==> src/rtl/pipe_pkg.sv <==
// Shared types and control-bundle bit positions for the decode-to-execute pipeline stage.
package pipe_pkg;

   typedef enum logic [1:0] {
      EMPTY = 2'd0,
      ONE   = 2'd1,
      TWO   = 2'd2
   } stage_state_e;

   // Control bundle layout, LSB first
   localparam int ALUOP_LSB      = 0;
   localparam int ALUOP_W        = 3;
   localparam int MEMREAD_BIT    = 3;
   localparam int MEMWRITE_BIT   = 4;
   localparam int ALUSRC_BIT     = 5;
   localparam int WB_LSB         = 6;
   localparam int WB_W           = 2;
   localparam int REGWRT_BIT     = 8;
   localparam int BRANCHZERO_BIT = 9;
   localparam int BRANCHNEG_BIT  = 10;
   localparam int JUMP_BIT       = 11;
   localparam int JUMPMEM_BIT    = 12;
   localparam int CTRL_BITS      = 13;

   function automatic logic [1:0] occupancy_of(input stage_state_e s);
      case (s)
         ONE:     return 2'd1;
         TWO:     return 2'd2;
         default: return 2'd0;
      endcase
   endfunction

endpackage

==> src/rtl/pipe_stage_reg_entry.sv <==
// One pipeline entry register (control + data) with load and clear; clear wins over load.
module pipe_entry
   import pipe_pkg::*;
#(
   parameter int W = CTRL_BITS + 128
) (
   input  logic         clock,
   input  logic         reset,
   input  logic         load,
   input  logic         clear,
   input  logic [W-1:0] d,
   output logic [W-1:0] q
);

   logic [W-1:0] q_reg;

   always_ff @(posedge clock) begin
      if (reset || clear) begin
         q_reg <= '0;
      end else if (load) begin
         q_reg <= d;
      end
   end

   assign q = q_reg;

endmodule

==> src/rtl/pipe_stage_reg.sv <==
// Two-entry skid-buffered decode/execute pipeline register with flush.
// Optional statistics counters are enabled by defining PIPE_STAGE_STATS_EN.
module pipe_stage_reg
   import pipe_pkg::*;
#(
   parameter int CTRL_W = 13,
   parameter int DATA_W = 32,
   parameter int NUM_CH = 4
) (
   input  logic                     clock,
   input  logic                     reset,
   input  logic                     in_valid,
   output logic                     in_ready,
   input  logic [CTRL_W-1:0]        in_ctrl,
   input  logic [NUM_CH*DATA_W-1:0] in_data,
   input  logic                     flush,
   output logic                     out_valid,
   input  logic                     out_ready,
   output logic [CTRL_W-1:0]        out_ctrl,
   output logic [NUM_CH*DATA_W-1:0] out_data,
   output logic [1:0]               occupancy
`ifdef PIPE_STAGE_STATS_EN
   ,
   output logic [31:0]              stall_cnt,
   output logic [31:0]              bubble_cnt,
   output logic [31:0]              flush_cnt
`endif
);

   localparam int DW_ALL = NUM_CH * DATA_W;
   localparam int BW     = CTRL_W + DW_ALL;

   stage_state_e  state_reg, state_next;
   logic          in_xfer, out_xfer;
   logic          main_load, main_clear, skid_load, skid_clear;
   logic [BW-1:0] main_d, main_q, skid_q;

   // Handshake depends on registered state only, so in_ready never sees out_ready
   assign in_ready  = (state_reg != TWO);
   assign out_valid = (state_reg != EMPTY);
   assign in_xfer   = in_valid & in_ready;
   assign out_xfer  = out_valid & out_ready;

   always_comb begin
      state_next = state_reg;
      main_load  = 1'b0;
      main_clear = flush;
      skid_load  = 1'b0;
      skid_clear = flush;
      main_d     = {in_ctrl, in_data};
      if (flush) begin
         state_next = EMPTY;
      end else begin
         case (state_reg)
            EMPTY: begin
               if (in_xfer) begin
                  state_next = ONE;
                  main_load  = 1'b1;
               end
            end
            ONE: begin
               if (in_xfer && out_xfer) begin
                  main_load = 1'b1;
               end else if (in_xfer) begin
                  state_next = TWO;
                  skid_load  = 1'b1;
               end else if (out_xfer) begin
                  state_next = EMPTY;
                  main_clear = 1'b1;
               end
            end
            TWO: begin
               if (out_xfer) begin
                  state_next = ONE;
                  main_load  = 1'b1;
                  main_d     = skid_q;
                  skid_clear = 1'b1;
               end
            end
            default: state_next = EMPTY;
         endcase
      end
   end

   always_ff @(posedge clock) begin
      if (reset) begin
         state_reg <= EMPTY;
      end else begin
         state_reg <= state_next;
      end
   end

   pipe_entry #(.W(BW)) u_main (
      .clock (clock),
      .reset (reset),
      .load  (main_load),
      .clear (main_clear),
      .d     (main_d),
      .q     (main_q)
   );

   pipe_entry #(.W(BW)) u_skid (
      .clock (clock),
      .reset (reset),
      .load  (skid_load),
      .clear (skid_clear),
      .d     ({in_ctrl, in_data}),
      .q     (skid_q)
   );

   // A bubble must never carry live control bits into execute
   assign out_ctrl  = out_valid ? main_q[BW-1 -: CTRL_W] : '0;
   assign occupancy = occupancy_of(state_reg);

   genvar gi;
   generate
      for (gi = 0; gi < NUM_CH; gi++) begin : g_ch
         assign out_data[gi*DATA_W +: DATA_W] = main_q[gi*DATA_W +: DATA_W];
      end
   endgenerate

`ifdef PIPE_STAGE_STATS_EN
   logic [31:0] stall_cnt_reg, bubble_cnt_reg, flush_cnt_reg;

   always_ff @(posedge clock) begin
      if (reset) begin
         stall_cnt_reg  <= '0;
         bubble_cnt_reg <= '0;
         flush_cnt_reg  <= '0;
      end else begin
         if (out_valid && !out_ready) stall_cnt_reg <= stall_cnt_reg + 32'd1;
         if (!out_valid)              bubble_cnt_reg <= bubble_cnt_reg + 32'd1;
         if (flush)                   flush_cnt_reg <= flush_cnt_reg + 32'd1;
      end
   end

   assign stall_cnt  = stall_cnt_reg;
   assign bubble_cnt = bubble_cnt_reg;
   assign flush_cnt  = flush_cnt_reg;
`endif

endmodule

==> config.mk <==
export PLATFORM = sky130hd
export DESIGN_NAME = pipe_stage_reg
export DESIGN_NICKNAME = d
export VERILOG_FILES = /design/src/rtl/pipe_pkg.sv /design/src/rtl/pipe_stage_reg_entry.sv /design/src/rtl/pipe_stage_reg.sv
export SDC_FILE = /design/constraint.sdc
export NUM_CORES = 1
export LEC_CHECK = 0
export CAP_MARGIN = 20
export CELL_PAD_IN_SITES_DETAIL_PLACEMENT = 1
export CELL_PAD_IN_SITES_GLOBAL_PLACEMENT = 1
export CORE_MARGIN = 2
export CORE_UTILIZATION = 40
export DETAILED_ROUTE_END_ITERATION = 10
export DONT_BUFFER_PORTS = 1
export GPL_ROUTABILITY_DRIVEN = 0
export HOLD_SLACK_MARGIN = 0.08
export PLACE_DENSITY_LB_ADDON = 0.1
export RECOVER_POWER = 25
export SETUP_SLACK_MARGIN = 0.5
export SYNTH_ARGS = -nofsm -noshare
export SYNTH_HDL_FRONTEND = slang
export SYNTH_SLANG_ARGS = --single-unit
==> constraint.sdc <==
create_clock -name clock -period 1.7 [get_ports clock]
set_clock_uncertainty 0.1 [all_clocks]
set_input_delay 0.255 -clock clock [delete_from_list [all_inputs] [get_ports clock]]
set_output_delay 0.255 -clock clock [all_outputs]
set_load 0.01 [all_outputs]
==> qor.csv <==
metric;value;unit
status;finished, violations left;
violations;negative hold slack, negative setup slack;
post-route-period-util;1.058;
worstPathArrival;2.11;ns
fmax;555.9;MHz
crit_path_end_kind;flop;
ctsHoldBuffers;144;
place_area;0.01483;mm²
cp_max_fo;8;
slew_violations;0;
critical_path_required;2.01;ns
first_pass_iters;5;
cts_inserted_buffers;35;
synth_area;0.01491;mm²
synthTopCellsByArea;dfxtp_1 38%, mux2i_1 9.5%, a311oi_2 9.1%;
hold_path_end;u_skid.q[34]$_SDFFE_PP0P_;
viasPerCell;6.123;
hp-start;out_ready;
grt_use_total;0.2390;
fin_crit;1.799;ns
cts_tree;yes;
synth_cells;1486;
insertion_delay;0.54;ns
port_buffers;0;
synth-warning-count;0;
ios;291;
routed_wl;53.35;mm
p_int;12.18;mW
hpwl;27.78;mm
wl_per_cell;27.01;µm
yosys.area.top_type;dfxtp_1;
p_seq_frac;0.426;
cts.sinks;284;
p_sw;4.328;mW
syn_to_final_growth;29.75;%
yosysUniqueCellTypes;32;
design_area;0.01935;mm²
grt_max_degree;291;
die_y;197.1;µm
vias;12090;
antenna_found_initial;5;
num-nets-final;1628;
crit_type;reg -> reg;
setup_ws;-0.09874;ns
rr_endpoint;u_main.q[3]$_SDFFE_PP0P_;
swShare;0.2621;
leakage;5.866;nW
drc;0;
avgSynthCellArea;10.03;µm²
dieArea;0.03884;mm²
instances_no_fill;1975;
syn_nets;1632;
gr-total-overflow;0;
vdd_drop_max;0.6052;mV
max_slew_margin;0.5111;
max_slew.worst_pin.slew;0.7333;ns
cts-root-buf;clkbuf_16;
drt_iter0_drc;492;
grt_pass1_vias;12340;
crit_path_start_kind;flop;
clkPwrFrac;0.443;
crit-reg2reg-launch;state_reg[1]$_SDFFE_PP0P_;
synth-seq-area-share;0.3813;
initial_core_util;0.4063;
min_path_cells;2;
rows;70;
rsz0062_at_grt;yes;
cap_violations;0;
grt_pass1_wl;73.95;mm
dieWidth;197.1;µm
n_fill_cell;3746;
hp-class;in -> reg;
coreArea;0.03670;mm²
cts_htree_levels;2;
drive_gt1_frac;0.3633;
path_clk_slew;0.06;ns
reg2reg_depth;6;
hold_violations;25;
hold_ws;-0.1729;ns
ant_nets;0;
finalSetupViolations;261;
combPwrFrac;0.131;
powerDensity;853.4;mW/mm²
clockBufferDepth;3;
synth_top_area_frac;0.3813;
r2r_setup_slack;-0.1;ns
ys_seq_elements;284;
dpl.cell_count;1713;
==> Yosys cell counts <==
master / count
a211oi_1: 142
a21o_1: 2
a21oi_1: 52
a21oi_2: 90
a311o_1: 1
a311oi_1: 51
a311oi_2: 90
and2_1: 1
and3b_1: 1
and4bb_1: 1
buf_1: 1
buf_2: 29
buf_4: 136
buf_6: 21
clkbuf_1: 131
clkbuf_4: 1
clkinv_1: 1
dfxtp_1: 284
inv_1: 3
mux2i_1: 141
nand2_1: 1
nand2b_1: 1
nand3b_1: 141
nand4bb_1: 1
nor2_1: 1
nor2b_1: 16
nor4_1: 1
nor4bb_1: 1
o21ai_0: 141
o21bai_1: 1
or3_1: 1
or3b_2: 1
==> metal layers <==
| metal | share of wire | wire [µm] | GRT usage |
|---|---|---|---|
| met1 | 0.44 | 23330 | 0.3061 |
| met2 | 0.48 | 25530 | 0.4036 |
| met3 | 0.060 | 3178 | 0.05446 |
| met4 | 0.024 | 1302 | 0.06711 |
| met5 | 0.00024 | 13 | 0 |
==> layout by cell type, fill, tap and decap left out, types with 2 or more instances in the layout <==
cell type	instances
nand3b_1	141
buf_8	3
a211oi_1	138
o21ai_0	139
clkbuf_1	9
o21ai_1	2
nor2b_4	15
mux2i_2	46
mux2i_4	9
dfxtp_2	5
dfxtp_4	50
mux2i_1	86
a311oi_2	121
buf_6	18
clkbuf_16	60
a311oi_1	20
buf_12	45
a211oi_2	4
buf_4	34
clkbuf_8	9
buf_16	11
diode_2	4
dlygate4sd3_1	144
a21oi_2	100
a21oi_1	42
dfxtp_1	229
clkinv_2	2
==> power groups by stage <==
stage	combinational (mW)	sequential, mW	clock (mW)
final	2.16	7.04	7.31
after global routing	2.28	7.06	7.73
after CTS	1.82	7.07	7.48
after detailed placement	1.41	7.21	0
after global placement	1.39	7.21	0
after floorplan	1.43	7.05	0
==> repair_timing <==
action / 4_1_cts / 5_1_grt
cloned: 2 / 29
setup buffers: 10 / 15
hold endpoints to repair: 284 / 143
gates resized for setup: 54 / 277
endpoints found under the setup margin: 428 / 428
pin swaps: 11 / 37
==> kinds of logic after synthesis <==
group,synth area share
AOI/OAI and AO/OA,0.3119
buffers and inverters,0.1288
DFF,0.3813
and+or+nand+nor,0.08333
muxes,0.09465
==> area by class of cell <==
class,count,area [µm²],area share
Antenna cell,4,10.01,0.0005174
Clock inverter,3,17.52,0.0009054
Inverter,4,22.52,0.001164
Clock buffer,55,1084,0.05601
Tap cell,468,585.6,0.03027
Multi-Input combinational cell,879,8024,0.4148
Sequential cell,284,5879,0.3039
Timing Repair Buffer,278,3724,0.1925
==> critical path: stages (launching register included) <==
cell and delay, ns:
dfxtp_4 0.43, and4bb_4 0.32, buf_12 0.13, clkbuf_16 0.16, clkbuf_16 0.18, mux2i_1 0.24
a311oi_1 0.11
==> per-stage QoR <==
stage | hold slack, ns | util | power [mW] | setup WS (ns) | TNS, ns
4_1_cts | -0.2966 | 0.4827 | 16.36 | -0.05061 | -1.845
2_1_floorplan | 0.2180 | - | 8.481 | 0.06700 | 0
3_3_place_gp | 0.2263 | 0.4041 | 8.605 | -0.008669 | -0.01430
5_1_grt | -0.2988 | 0.5272 | 17.07 | -0.1346 | -23.96
3_5_place_dp | 0.2281 | 0.4041 | 8.621 | -0.03225 | -0.1080
6_report | -0.1729 | 0.5272 | 16.51 | -0.09874 | -10.66
==> how the worst max path moves through the flow <==
| stage | startpoint | to |
|---|---|---|
| global placement | state_reg[1]$_SDFFE_PP0P_ | u_main.q[61]$_SDFFE_PP0P_ |
| global route | state_reg[1]$_SDFFE_PP0P_ | u_skid.q[81]$_SDFFE_PP0P_ |
| floorplan | state_reg[0]$_SDFFE_PP0P_ | u_main.q[18]$_SDFFE_PP0P_ |
| CTS | state_reg[1]$_SDFFE_PP0P_ | out_ctrl[3] |
| detailed placement | state_reg[1]$_SDFFE_PP0P_ | u_main.q[78]$_SDFFE_PP0P_ |
| finish | state_reg[1]$_SDFFE_PP0P_ | u_main.q[3]$_SDFFE_PP0P_ |
Power figures use the tool's default switching activity.
